File: src/rtl/bin_to_bcd_digits_pkg.sv
// ---------------------------------------------------------------------------
// bcd_pkg
// Shared types and helpers for the binary-to-BCD digit converter.
//   bcd_digit_t    one BCD digit (0-9, or BCD_BLANK for a blanked position)
//   b2b_state_t    converter FSM states
//   BCD_BLANK      digit code the LED driver renders as an unlit position
//   pow10_minus1   largest value that fits in n decimal digits
// ---------------------------------------------------------------------------
package bcd_pkg;

  typedef logic [3:0] bcd_digit_t;

  typedef enum logic [1:0] {
    IDLE    = 2'd0,
    CONVERT = 2'd1,
    DONE    = 2'd2
  } b2b_state_t;

  localparam bcd_digit_t BCD_BLANK = 4'hF;

  // Evaluated at elaboration time only, to form the overflow limit.
  function automatic logic [63:0] pow10_minus1(input int n);
    logic [63:0] p;
    p = 64'd1;
    for (int i = 0; i < n; i++) begin
      p = p * 64'd10;
    end
    return p - 64'd1;
  endfunction

endpackage

File: src/rtl/bin_to_bcd_digits_if.sv
// ---------------------------------------------------------------------------
// bin_to_bcd_digits_if
// Request/result bundle between a client and the BCD converter.
//   start     client -> converter  conversion request
//   bin_in    client -> converter  unsigned binary value
//   busy      converter -> client  conversion in progress
//   done      converter -> client  one-cycle pulse when results update
//   overflow  converter -> client  last value did not fit in NUM_DIGITS
//   digits    converter -> client  registered BCD digits, [0] = least significant
// master = client side, slave = converter side.
// ---------------------------------------------------------------------------
interface bin_to_bcd_digits_if
  import bcd_pkg::*;
#(
  parameter int BIN_WIDTH  = 27,
  parameter int NUM_DIGITS = 8
);

  logic                 start;
  logic [BIN_WIDTH-1:0] bin_in;
  logic                 busy;
  logic                 done;
  logic                 overflow;
  bcd_digit_t           digits [NUM_DIGITS];

  modport master (
    output start, bin_in,
    input  busy, done, overflow, digits
  );

  modport slave (
    input  start, bin_in,
    output busy, done, overflow, digits
  );

endinterface

File: src/rtl/bin_to_bcd_digits_dabble.sv
// ---------------------------------------------------------------------------
// bcd_dabble_digit
// Combinational double-dabble correction for one BCD nibble: a nibble of 5
// or more gets 3 added so the following left shift carries correctly into
// the next decimal digit. Valid inputs are 0-9, so the sum stays within 4'd12.
//   i_nibble  in   scratch BCD nibble before the shift
//   o_nibble  out  corrected nibble
// ---------------------------------------------------------------------------
module bcd_dabble_digit
  import bcd_pkg::*;
(
  input  bcd_digit_t i_nibble,
  output bcd_digit_t o_nibble
);

  assign o_nibble = (i_nibble >= 4'd5) ? (i_nibble + 4'd3) : i_nibble;

endmodule

File: src/rtl/bin_to_bcd_digits.sv
// ---------------------------------------------------------------------------
// bin_to_bcd_digits
// Iterative double-dabble converter. An accepted request is shifted through
// the scratch register one bit per clock (BIN_WIDTH cycles), then the result
// is copied into the output digit registers in the DONE cycle. The outputs
// hold the previous result for the whole conversion, so a display fed from
// them never shows intermediate values.
// Ports:
//   clk    in  system clock
//   reset  in  asynchronous, active-high reset
//   bus    slave side of bin_to_bcd_digits_if (start/bin_in in,
//          busy/done/overflow/digits out)
// Build option: LEADING_ZERO_BLANK_EN replaces leading zero digits (all but
// digits[0]) with BCD_BLANK. Saturated overflow results are never blanked.
// ---------------------------------------------------------------------------
module bin_to_bcd_digits
  import bcd_pkg::*;
#(
  parameter int BIN_WIDTH  = 27,
  parameter int NUM_DIGITS = 8
)(
  input  logic                  clk,
  input  logic                  reset,
  bin_to_bcd_digits_if.slave    bus
);

  localparam int               SCR_W      = NUM_DIGITS * 4;
  localparam int               CNT_W      = (BIN_WIDTH > 1) ? $clog2(BIN_WIDTH) : 1;
  localparam logic [CNT_W-1:0] LAST_COUNT = CNT_W'(BIN_WIDTH - 1);
  localparam logic [63:0]      OVF_LIMIT  = pow10_minus1(NUM_DIGITS);

  b2b_state_t           r_state;
  logic [CNT_W-1:0]     r_count;
  logic [SCR_W-1:0]     r_scratch;
  logic [BIN_WIDTH-1:0] r_bin;
  logic                 r_ovfPending;
  logic                 r_overflow;
  bcd_digit_t           r_digits [NUM_DIGITS];

  logic [SCR_W-1:0]           w_corrected;
  logic [SCR_W+BIN_WIDTH-1:0] w_shifted;
  bcd_digit_t                 w_result [NUM_DIGITS];

  // One correction cell per scratch nibble; all nibbles are corrected in
  // parallel before the combined shift.
  for (genvar g = 0; g < NUM_DIGITS; g++) begin : g_dabble
    bcd_dabble_digit u_dabble (
      .i_nibble (r_scratch[4*g +: 4]),
      .o_nibble (w_corrected[4*g +: 4])
    );
  end

  // The scratch BCD and the remaining binary bits shift as one long register.
  // Anything pushed out of the top nibble only happens for values that are
  // saturated anyway.
  assign w_shifted = {w_corrected, r_bin} << 1;

  // Final digits as they will look after the last shift: plain BCD, optionally
  // with leading zeros blanked, or all nines when the value did not fit.
  always_comb begin
    for (int i = 0; i < NUM_DIGITS; i++) begin
      w_result[i] = w_shifted[BIN_WIDTH + 4*i +: 4];
    end
`ifdef LEADING_ZERO_BLANK_EN
    begin : blank_leading
      logic seenNonZero;
      seenNonZero = 1'b0;
      for (int i = NUM_DIGITS - 1; i >= 1; i--) begin
        if (w_result[i] != 4'd0) begin
          seenNonZero = 1'b1;
        end else if (!seenNonZero) begin
          w_result[i] = BCD_BLANK;
        end
      end
    end
`endif
    if (r_ovfPending) begin
      for (int i = 0; i < NUM_DIGITS; i++) begin
        w_result[i] = 4'd9;
      end
    end
  end

  // Control FSM and datapath registers. Requests are only looked at in IDLE,
  // so a start during CONVERT or DONE is simply dropped. The overflow compare
  // is done on the raw input at accept time, because the truncated scratch
  // register cannot tell an overflowing value apart. Output registers load on
  // the terminal shift, which makes them valid during the DONE cycle.
  always_ff @(posedge clk or posedge reset) begin
    if (reset) begin
      r_state      <= IDLE;
      r_count      <= '0;
      r_scratch    <= '0;
      r_bin        <= '0;
      r_ovfPending <= 1'b0;
      r_overflow   <= 1'b0;
      for (int i = 0; i < NUM_DIGITS; i++) begin
        r_digits[i] <= 4'd0;
      end
    end else begin
      case (r_state)
        IDLE: begin
          if (bus.start) begin
            r_state      <= CONVERT;
            r_count      <= '0;
            r_scratch    <= '0;
            r_bin        <= bus.bin_in;
            r_ovfPending <= (64'(bus.bin_in) > OVF_LIMIT);
          end
        end
        CONVERT: begin
          r_scratch <= w_shifted[SCR_W+BIN_WIDTH-1 -: SCR_W];
          r_bin     <= w_shifted[BIN_WIDTH-1:0];
          if (r_count == LAST_COUNT) begin
            r_state    <= DONE;
            r_count    <= '0;
            r_overflow <= r_ovfPending;
            for (int i = 0; i < NUM_DIGITS; i++) begin
              r_digits[i] <= w_result[i];
            end
          end else begin
            r_count <= r_count + CNT_W'(1);
          end
        end
        DONE: begin
          r_state <= IDLE;
        end
        default: begin
          r_state <= IDLE;
        end
      endcase
    end
  end

  assign bus.busy     = (r_state != IDLE);
  assign bus.done     = (r_state == DONE);
  assign bus.overflow = r_overflow;
  assign bus.digits   = r_digits;

endmodule
File: src/flat_wrapper.sv
// flat-port wrapper written by rule: the top's interface ports become plain ports
module bin_to_bcd_digits_flat import bcd_pkg::*;
#(
  parameter int BIN_WIDTH  = 27,
  parameter int NUM_DIGITS = 8
)
  (clk, reset, bus_start, bus_bin_in, bus_busy, bus_done, bus_overflow, bus_digits);
  bin_to_bcd_digits_if #(.BIN_WIDTH(BIN_WIDTH), .NUM_DIGITS(NUM_DIGITS)) bus_i ();
  input  logic clk;
  input  logic reset;
  input wire logic [$bits(bus_i.start)-1:0] bus_start;
  input wire logic [$bits(bus_i.bin_in)-1:0] bus_bin_in;
  output wire logic [$bits(bus_i.busy)-1:0] bus_busy;
  output wire logic [$bits(bus_i.done)-1:0] bus_done;
  output wire logic [$bits(bus_i.overflow)-1:0] bus_overflow;
  output wire logic [$bits(bus_i.digits)-1:0] bus_digits;
  assign bus_i.start = bus_start;
  assign bus_i.bin_in = bus_bin_in;
  assign bus_busy = bus_i.busy;
  assign bus_done = bus_i.done;
  assign bus_overflow = bus_i.overflow;
  assign bus_digits = {>>{bus_i.digits}};
  bin_to_bcd_digits #(.BIN_WIDTH(BIN_WIDTH), .NUM_DIGITS(NUM_DIGITS)) u_core (.clk(clk), .reset(reset), .bus(bus_i));
endmodule
File: config.mk
export PLATFORM = sky130hd
export DESIGN_NAME = bin_to_bcd_digits_flat
export DESIGN_NICKNAME = d
export VERILOG_FILES = /design/src/rtl/bin_to_bcd_digits_pkg.sv /design/src/rtl/bin_to_bcd_digits_if.sv /design/src/rtl/bin_to_bcd_digits_dabble.sv /design/src/rtl/bin_to_bcd_digits.sv /design/src/flat_wrapper.sv
export SDC_FILE = /design/constraint.sdc
export NUM_CORES = 1
export LEC_CHECK = 0
export ABC_AREA = 0
export CORE_MARGIN = 4
export CORE_UTILIZATION = 28
export DETAILED_ROUTE_END_ITERATION = 16
export HOLD_SLACK_MARGIN = 0.03
export SYNTH_ARGS = -nofsm -noshare
export SYNTH_HDL_FRONTEND = slang
export SYNTH_SLANG_ARGS = --single-unit
File: constraint.sdc
create_clock -name clk -period 6.3 [get_ports clk]
set_input_delay 1.26 -clock clk [delete_from_list [all_inputs] [get_ports clk]]
set_output_delay 1.26 -clock clk [all_outputs]
set_load 0.05 [all_outputs]
==> results of run 1 <==
-- power breakdown --
part / switching [W] / internal (W) / total [W]
clock network: 0.000229 / 0.000309 / 0.000537
logic: 0.000895 / 0.000581 / 0.00148
registers: 0.000215 / 0.000903 / 0.00112
total: 0.00134 / 0.00179 / 0.00313
-- worst min-delay path, cell delays in order, from the launching register on --
cell and delay [ns]:
dfrtp_1 0.35, nand2_1 0.06, o21ai_2 0.05
-- cells in the final DEF, fill, tap and decap left out, types with 8 or more instances in the layout --
master / count
nand2b_1: 17
nand2_1: 79
clkdlybuf4s50_1: 64
nor3_1: 20
a21oi_1: 26
o21ai_0: 31
clkbuf_16: 9
inv_1: 18
xnor2_1: 8
ha_1: 18
mux2i_1: 28
dfrtp_1: 100
o21ai_1: 32
nor2_1: 28
o22ai_1: 18
-- state kept, by name, summed over array words and instances, names as in the netlist --
signal / count
u_core.bus.overflow: 1
u_core.bus.digits: 32
u_core.r_bin: 27
u_core.r_ovfPending: 1
u_core.r_scratch: 32
u_core.r_count: 5
u_core.r_state: 2
-- final cells by class --
class	instances	area (um^2)
clock buffers	14	284.0
clock inverters	1	5.005
fillers	1719	11200
inverters	20	77.57
multi-input cells	360	2215
flip-flops and latches	100	2502
well taps	225	281.5
repair buffers	68	670.6
-- cell families after synthesis --
logic type / after synthesis / share of synthesized area [%]
simple gates: 165 / 15.57
compound gates: 134 / 15.92
flops: 100 / 50.88
buf+inv: 47 / 4.375
mux: 34 / 7.072
fa+ha+maj: 18 / 4.579
xor+xnor: 9 / 1.603
-- path summary, 6_finish.rpt --
check                                                          to  cells past startpoint                               from
max in group asynchronous       u_core.bus.digits[11]$_DFFE_PP0P_                      3                              reset
worst min register to register  u_core.bus.digits[30]$_DFFE_PP0P_                      2  u_core.bus.digits[30]$_DFFE_PP0P_
worst max-delay path                  u_core.r_bin[6]$_DFFE_PP0P_                      5                          bus_start
worst min-delay path            u_core.bus.digits[30]$_DFFE_PP0P_                      2  u_core.bus.digits[30]$_DFFE_PP0P_
worst max register to register  u_core.bus.digits[16]$_DFFE_PP0P_                      5      u_core.r_state[0]$_DFFE_PP0P_
min in group asynchronous        u_core.bus.digits[2]$_DFFE_PP0P_                      2                              reset
-- metrics by stage --
| stage | instances | cell area, um^2 | power (W) | setup WS, ns | util [%] |
|---|---|---|---|---|---|
| floorplan | 507 | 4918 | 0.002188 | 2.421 | - |
| CTS | 788 | 6036 | 0.003165 | 3.024 | 35.02 |
| detailed placement | 773 | 5747 | 0.002614 | 2.663 | 33.34 |
| finish | 788 | 6036 | 0.003131 | 3.030 | 35.02 |
| global route | 788 | 6036 | 0.003364 | 2.869 | 35.02 |
| global placement | 773 | 5747 | 0.002545 | 2.674 | 33.34 |
-- metal layers --
| metal | routed length (um) | up-vias | track usage, % |
|---|---|---|---|
| li1 | - | 1859 | - |
| met1 | 5258 | 1841 | 15.61 |
| met2 | 5532 | 75 | 19.38 |
| met3 | 572 | 6 | 3.175 |
| met4 | 93 | 0 | 2.805 |
| met5 | 0 | - | 0 |
==> impl_metrics.tcl, run 1 <==
set metrics [dict create \
    seq_area_frac_synth_pct 50.88 \
    avgSynthCellArea_um2 9.701 \
    vdd_drop_max_uv 199.7 \
    routed_wl_mm 11.46 \
    leakagePower_nw 2.498 \
    clk_pin_slew_ns 0.07 \
    r2r_slack_ns 3.73 \
    rsz0062_at_grt "no" \
    antenna_left 0 \
    synth_top_area_share_pct 50.88 \
    maxSlewViolCount 0 \
    synth.distinct_cells 43 \
    tns_ns 0 \
    synth_area_leaders "dfrtp_1, nand2_1, mux2i_1" \
    cap_violations 0 \
    cts_buffers 9 \
    cp_slowest_cell "nor3b_4" \
    cts_tree "built" \
    yosys_register_bits 100 \
    setup_viol 0 \
    path_cells "clkdlybuf4s50_1 > nor3b_4 > buf_4 > mux2i_1 > o21ai_1" \
    hold_viol_final 0 \
    p_per_area_nw_per_um2 518.7 \
    grt.total_usage_pct 11.82 \
    synth-async-reset-ratio_pct 100.0 \
    worstSkewPairLatency_ns 0.34 \
    cts.path.max_buffers 2 \
    clock_sinks 100 \
    synth_area_um2 4918 \
    fin_skew_ns 0.004519 \
    routedWlPerCell_um 14.54 \
    grt_pass1_wl_mm 19.04 \
    drt_first_pass_iters 4 \
    die-height_um 140.5 \
    die_x_um 140.5 \
    max-slew-margin-rel_pct 31.87 \
    cts_hold_buf 0 \
    dpl.hpwl_mm 7.852 \
    postCtsSetupBuffers 0 \
    hold_path.class "reg2reg" \
    first_global_vias 3763 \
    crit_arrival_ns 3.46 \
    drt_iter0_markers 206 \
    synth_top_flop_cell "dfrtp_1" \
    synth_most_common_cell "dfrtp_1" \
    routabilityCongestion 0.8256 \
    holdWs_ns 0.4810 \
    grt_antenna_before_repair 0 \
    clock.fmax_ghz 0.3058 \
    crit_path_end_kind "flop" \
    final_nets 607 \
    io_pins 65 \
    core_um2 17240 \
    min_period_ns 3.270 \
    path_delay_family "buffers and inverters" \
    port_buffers 64 \
    syn_inst 507 \
    initial_utilization_pct 28.54 \
    htree_num_levels 3 \
    drive_gt1_share_pct 6.572 \
    worst_pin_slew_ns 1.018 \
    critPathMaxStageDelay_ns 0.76 \
    crit_required_ns 6.49 \
    path_buf_inv 2 \
    synth_fp_nets 555 \
    ys_top_cells_by_count "dfrtp_1, nand2_1, o21ai_1" \
    die_area_um2 19750 \
    status "completed" \
    cts_resized 0 \
    yosysWarningCount 0 \
    cp-start-kind "primary input" \
    drc_errors 0 \
    vias 3781 \
    synth_enable_flop_cells 0 \
    vias_per_cell 4.798 \
    critical_path_class "in2reg" \
    antennaDiodeCount 0 \
    clockRootBuffer "clkbuf_16" \
    min_period_over_period_pct 51.90 \
    yosysTopAreaCell "dfrtp_1" \
    rows 48 \
    grt_overflow 0 \
    syn_to_final_growth_pct 22.72 \
    path_max_fanout 37 \
    grt_max_degree 72 \
]
Note: power is estimated with default switching activity, not from simulation.
==> run 2, diff against run 1 <==
==> constraint.sdc (replaced) <==
create_clock -name clk -period 2.9 [get_ports clk]
set_input_delay 0.58 -clock clk [delete_from_list [all_inputs] [get_ports clk]]
set_output_delay 0.58 -clock clk [all_outputs]
set_load 0.05 [all_outputs]
==> run 2 against run 1 <==
Effect of this change:
- clock-buffer cell count decreased by 3
- via count down 0.26%
- die area unchanged
- highest routed layer unchanged
- hold slack improved by 0.0020 ns
- largest cell class unchanged
- non-clock buffer count increased by 2
==> impl_metrics.tcl, run 2 (synthesis gave the netlist of run 1 again) <==
set metrics [dict create \
    startpoint "u_core.r_state[1]$_DFFE_PP0P_" \
    met3WireLength_um 625 \
    met1_length_mm 5.162 \
    worstSkewPairLatency_ns 0.34 \
    cp-start-kind "flop" \
    rows 48 \
    routabilityCongestion 0.7955 \
    cp_slowest_cell "clkdlybuf4s50_1" \
    cts_hold_buf 0 \
    r2r_slack_ns 1.01 \
    port_buffers 64 \
    status "completed" \
    grt_overflow 0 \
    path_max_fanout 5 \
    cts_resized 0 \
    routed_wl_mm 11.43 \
    io_pins 65 \
    drt_first_pass_iters 4 \
    grt_antenna_before_repair 0 \
    grt_pass1_wl_mm 19.29 \
    die_area_um2 19750 \
    initial_utilization_pct 28.54 \
    route.met2.wl_mm 5.395 \
    rsz0062_at_grt "no" \
    clockRootBuffer "clkbuf_16" \
    worst_slack_ns 0.4907 \
    dpl.hpwl_mm 7.834 \
    path_cells "or2_2 > clkdlybuf4s50_1" \
    place_ws_ns 0.5542 \
    die_x_um 140.5 \
    drc_errors 0 \
    critical_path_class "reg2out" \
    critPathMaxStageDelay_ns 0.70 \
    worst_pin_slew_ns 0.9479 \
    die-height_um 140.5 \
    crit_path_end_kind "output pin" \
    clock.fmax_ghz 0.4151 \
    clock_sinks 100 \
    core_um2 17240 \
    setup_viol 0 \
    min_period_ns 2.409 \
    max-slew-margin-rel_pct 36.57 \
    p_per_area_nw_per_um2 1133 \
    antenna_left 0 \
    tns_ns 0 \
    regToRegStartpoint "u_core.r_count[0]$_DFFE_PP0P_" \
    vias 3771 \
    vias_per_cell 4.767 \
    cap_violations 0 \
    cts_tree "built" \
    postCtsSetupBuffers 0 \
    grt_max_degree 70 \
    fin_skew_ns 0.01078 \
    drive_gt1_share_pct 7.067 \
    crit_arrival_ns 1.83 \
    htree_num_levels 3 \
    cts_buffers 9 \
    syn_to_final_growth_pct 24.35 \
    hold_viol_final 0 \
    rr_worst_depth 8 \
    vdd_drop_max_uv 461.7 \
    maxSlewViolCount 0 \
    first_global_vias 3783 \
    crit_required_ns 2.32 \
    layout_common_cells "dfrtp_1, nand2_1, clkdlybuf4s50_1, o21ai_1, o21ai_0" \
    reg2reg_to "u_core.bus.digits[24]$_DFFE_PP0P_" \
    grt.total_usage_pct 12.04 \
    crit_end "bus_busy" \
    final_nets 609 \
    min_period_over_period_pct 83.08 \
    routedWlPerCell_um 14.45 \
    hold_path.class "reg2reg" \
    mostFrequentLayoutCell "dfrtp_1" \
    leakagePower_nw 2.521 \
    clk_pin_slew_ns 0.07 \
    top_layer_used "met4" \
    drt_iter0_markers 175 \
    antennaDiodeCount 0 \
    cts.path.max_buffers 2 \
]
[run 2: cell type report]
class | count | area [um^2]
inverter | 20 | 78.83
tap | 225 | 281.5
multi-input combinational | 360 | 2215
clock buffer | 11 | 242.7
timing repair buffer | 70 | 710.7
sequential | 100 | 2502
fill | 1712 | 11120
clock inverter | 5 | 85.08
[run 2: power breakdown]
group / leakage [nW] / switching (W) / internal, W / total [W]
registers: 1.30 / 0.000465 / 0.00196 / 0.00243
logic: 1.07 / 0.00193 / 0.00127 / 0.00320
clock network: 0.156 / 0.000527 / 0.000784 / 0.00131
[run 2: critical path: cells and delay by family (launching register included)]
kind / cells / cell delay [ns]
buffers and inverters: 1 / 0.70
DFF: 1 / 0.46
and+or+nand+nor: 1 / 0.32
[run 2: worst min path at each step]
| stage | start | endpoint | cells after the start |
|---|---|---|---|
| after floorplan | u_core.r_bin[9]$_DFFE_PP0P_ | u_core.r_bin[10]$_DFFE_PP0P_ | 2 |
| after global placement | u_core.bus.overflow$_DFFE_PP0P_ | u_core.bus.overflow$_DFFE_PP0P_ | 2 |
| after detailed placement | u_core.bus.overflow$_DFFE_PP0P_ | u_core.bus.overflow$_DFFE_PP0P_ | 2 |
| after CTS | u_core.bus.overflow$_DFFE_PP0P_ | u_core.bus.overflow$_DFFE_PP0P_ | 2 |
| after global routing | u_core.r_bin[0]$_DFFE_PP0P_ | u_core.r_bin[1]$_DFFE_PP0P_ | 2 |
| final | u_core.bus.overflow$_DFFE_PP0P_ | u_core.bus.overflow$_DFFE_PP0P_ | 2 |
[run 2: per-stage QoR]
step                      hold slack, ns  power, W  area (um^2)  cells  utilization (%)
after floorplan                   0.4549  0.004753         4922    507                -
after global placement            0.4657  0.005535         5788    775            33.58
after detailed placement          0.4709  0.005678         5788    775            33.58
after CTS                         0.4895  0.007017         6116    791            35.48
after global routing              0.5185  0.007474         6116    791            35.48
final                             0.4831  0.006932         6116    791            35.48
[run 2: per-layer routing]
| layer | global-route usage [%] | vias up |
|---|---|---|
| met4 | 4.233 | 0 |
| met1 | 15.60 | 1802 |
| li1 | - | 1859 |
| met3 | 3.482 | 18 |
| met5 | 0 | - |
| met2 | 19.23 | 92 |
==> variant 1: new RTL, config.mk and constraints of run 2 <==
`BIN_WIDTH` is set to 27 in 3 places; all go to 54.
--- a/src/rtl/bin_to_bcd_digits_if.sv
+++ b/src/rtl/bin_to_bcd_digits_if.sv
@@ -14,3 +14,3 @@
 #(
-  parameter int BIN_WIDTH  = 27,
+  parameter int BIN_WIDTH  = 54,
   parameter int NUM_DIGITS = 8
--- a/src/rtl/bin_to_bcd_digits.sv
+++ b/src/rtl/bin_to_bcd_digits.sv
@@ -18,3 +18,3 @@
 #(
-  parameter int BIN_WIDTH  = 27,
+  parameter int BIN_WIDTH  = 54,
   parameter int NUM_DIGITS = 8
--- a/src/flat_wrapper.sv
+++ b/src/flat_wrapper.sv
@@ -3,3 +3,3 @@
 #(
-  parameter int BIN_WIDTH  = 27,
+  parameter int BIN_WIDTH  = 54,
   parameter int NUM_DIGITS = 8
Interface: changed (resized bus_bin_in); port bits go from 65 to 92. The function was not compared with the original's and may differ.
==> variant 1 against run 2 <==
Sequential share of layout area is 0.89 points lower; first-iteration DRC count is 96% higher; worst setup slack got worse by 0.018 ns; routed wire length grew 32%; sequential cell count up 28; power down 32%; combinational power fell by 82%; cell area rose by 31%; cell count up 33%; area after synthesis increased by 26%; synthesized cell count is 35% higher; largest cell class unchanged; largest power group is now the clock network.
==> variant 1: results (changes against run 2) <==
Max transition margin -> 48.88% (+12 points)
flop-to-flop setup slack -> 0.89 ns (-0.12 ns)
Fillers -> 2194 (+28%)
Skew-Pair Late Insertion Delay -> 0.42 ns (+0.08 ns)
Initial DRC Count -> 343 (+96%)
vias per std cell -> 4.892 (+2.6%)
share of layout cells above drive strength 1 -> 10.22% (+3.2 points)
Leak -> 3.246 nW (+29%)
combinational group share of total power -> 12.1% (-34 points)
Port Buffer Count -> 91 (+42%)
sequential power share -> 41.1% (+6.1 points)
Total Routing Usage GR -> 12.86% (+0.82 points)
Critical Path Max Stage Delay -> 0.82 ns (+0.12 ns)
H-tree levels -> 4 (+1)
Fin Hold WS -> 0.4714 ns (-0.01163 ns)
status -> complete, no violations
Compound-Gate Fraction of Synth Area -> 16.61% (+0.69 points)
mux cell area share after synthesis -> 1.411% (-5.7 points)
Area contributors post-synth -> dfrtp_1 (52%), nand2_1 (8.4%), a31oi_1 (6.4%), nor2_1 (4.4%), o21ai_0 (4.0%)
Post-synth top cells -> nand2_1 (139), dfrtp_1 (128), nor2_1 (72), a31oi_1 (63), o21ai_0 (49)
Synth Area in XOR/XNOR -> 1.270% (-0.33 points)
highest ir drop seen on vdd -> 0.0003730 V (-19%)
Sw Ratio -> 25.79% (-16 points)
largest net degree at the start of global routing -> 165 (+140%)
first-pass GRT wire length -> 25470 um (+32%)
syn_area_per_cell -> 9.100 um2 (-6.2%)
Wirelength per Cell -> 14.35 um (-0.65%)
-- variant 1: routing by layer --
metal / global-route usage [%] / vias to the layer above / part of all wire (%)
met5: 0 / - / 0
met4: 3.430 / 0 / 0.95
met3: 3.982 / 9 / 5.3
met2: 19.38 / 128 / 44
met1: 17.98 / 2481 / 49
li1: - / 2533 / -
-- variant 1: cell type report --
cell class | count | share of cell area [%]
well taps | 280 | 4.378
multi-input cells | 490 | 34.04
flip-flops and latches | 128 | 40.03
clock buffers | 17 | 5.317
repair buffers | 102 | 12.89
inverters | 21 | 1.048
clock inverters | 15 | 2.299
-- variant 1: worst reg2reg max path, stage by stage (launching register included) --
cell and delay [ns]:
dfrtp_1 0.40, inv_1 0.08, ha_1 0.14, nand3_1 0.10
or3_4 0.49, clkinv_2 0.16, buf_4 0.30, nor2_1 0.09
a41oi_1 0.16
-- variant 1: final timing paths --
kind	endpoint	from
max	bus_done	u_core.r_state[0]
min	u_core.bus.digits[28]	u_core.bus.digits[28]
max reg2reg	u_core.bus.digits[23]	u_core.r_count[1]
min reg2reg	u_core.bus.digits[28]	u_core.bus.digits[28]
max in group asynchronous	u_core.r_scratch[15]	reset
min in group asynchronous	u_core.r_bin[29]	reset
-- variant 1: per-stage QoR --
step,cells,total power (W)
final,1053,0.004721
after global routing,1053,0.004960
after CTS,1053,0.004768
after detailed placement,1021,0.002530
after global placement,1021,0.002515
after floorplan,682,0.002335
-- variant 1: cell families (layout without fill, tap and decap cells) --
group	count (synthesis)	after routing
simple gates	289	289
compound gates	166	166
flops	128	128
buf+inv	64	155
fa+ha+maj	18	18
xor+xnor	9	9
mux	8	8
==> variant 2: new RTL, settings of run 2 <==
Made on the original files. The 3 states of `b2b_state_t` get a one-hot encoding in 3 bits.
--- a/src/rtl/bin_to_bcd_digits_pkg.sv
+++ b/src/rtl/bin_to_bcd_digits_pkg.sv
@@ -12,6 +12,6 @@
 
-  typedef enum logic [1:0] {
-    IDLE    = 2'd0,
-    CONVERT = 2'd1,
-    DONE    = 2'd2
+  typedef enum logic [2:0] {
+    IDLE    = 3'b001,
+    CONVERT = 3'b010,
+    DONE    = 3'b100
   } b2b_state_t;
Check against the original RTL: same outputs for any inputs over 10 cycles, from zero or initial values and one cycle with reset high; not proved beyond that.
==> variant 2 against run 2 <==
Fmax is 10% lower; routed wire length decreased by 1.9%; worst setup slack worse by 0.27 ns; critical endpoint unchanged; sequential cell count grew 1; synthesized cell count decreased by 8.3%; non-clock buffer count grew 5; cell area is 0.61% higher; area after synthesis decreased by 1.2%; register-to-register slack lost 0.32 ns.
Power is not compared: it rests on default switching activity, and its combinational part moved more than twofold at a synthesized area within 25%.
==> variant 2: results (changes against run 2) <==
status -> complete, no violations
flop-to-flop setup slack -> 0.69 ns (-0.32 ns)
first-pass GRT wire length -> 19200 um (-0.50%)
vias per std cell -> 4.903 (+2.8%)
post-layout min period -> 2.682 ns (+0.2725 ns)
clk_skew -> 0.006622 ns (-0.004162 ns)
dpl ws -> 0.5675 ns (+0.01330 ns)
WHS Endpoint -> u_core.r_bin[9]
placed cell area -> 0.005769 mm2 (-0.32%)
Area contributors post-synth -> dfrtp_1 (52%), mux2i_1 (7.2%), a22o_1 (6.0%), o21ai_0 (5.4%), ha_1 (4.6%)
DP HPWL -> 7629 um (-2.6%)
RD Place Congestion -> 0.7997 (+0.53%)
Fin Hold WS -> 0.4791 ns (-0.003994 ns)
Unique masters post-synth -> 37 (-14%)
met3 Use GR -> 3.122% (-0.36 points)
RR Endpoint -> u_core.bus.digits[28]
Cells after DPL -> 735 (-5.2%)
share of layout cells above drive strength 1 -> 6.604% (-0.46 points)
Max transition margin -> 55.90% (+19 points)
Critical Path AT -> 2.10 ns (+0.27 ns)
Cells after Synth -> 465 (-8.3%)
synthesized net count -> 513 (-7.6%)
Fillers -> 1693 (-1.1%)
Total Routing Usage GR -> 11.95% (-0.089 points)
vias post-DR -> 3677 (-2.5%)
==> variant 2: power by group <==
part	internal (W)	switching [W]	leakage (nW)	total, W
sequential	0.00165	0.000200	1.35	0.00185
clock	0.00102	0.000538	0.186	0.00155
combinational	0.000362	0.000525	1.11	0.000886
total	0.00303	0.00126	2.64	0.00430
==> variant 2: cell type report <==
| class | count | area, um2 | share of cell area (%) |
|---|---|---|---|
| flip-flops and latches | 101 | 2529 | 41.09 |
| multi-input cells | 320 | 2155 | 35.01 |
| repair buffers | 75 | 735.7 | 11.96 |
| well taps | 220 | 275.3 | 4.473 |
| clock buffers | 9 | 225.2 | 3.660 |
| clock inverters | 6 | 158.9 | 2.582 |
| inverters | 19 | 75.07 | 1.220 |
==> variant 2: kinds of logic after synthesis <==
group | Yosys count | synth area share (%)
simple gates | 135 | 13.58
compound gates | 123 | 16.85
flops | 101 | 52.06
buf+inv | 44 | 4.044
fa+ha+maj | 18 | 4.637
xor+xnor | 9 | 1.623
mux | 35 | 7.213
==> variant 2: worst max path at each step <==
stage,start,end,cells after the start
2_1_floorplan,u_core.r_state[1],bus_done,1
4_1_cts,u_core.r_state[0],bus_busy,2
5_1_grt,u_core.r_state[0],bus_busy,2
3_3_place_gp,u_core.r_state[0],bus_busy,2
6_report,u_core.r_state[0],bus_busy,2
3_5_place_dp,bus_start,u_core.r_bin[7],5
==> variant 2: routing by layer <==
layer / wire [um] / up-vias
li1: - / 1767
met1: 5189 / 1802
met2: 5364 / 98
met3: 571 / 10
met4: 90 / 0
met5: 0 / -
==> variant 2: critical path, stage by stage (launching register included) <==
cell             delay, ns
dfstp_2               0.58
or3b_2                0.47
clkdlybuf4s50_1       0.72
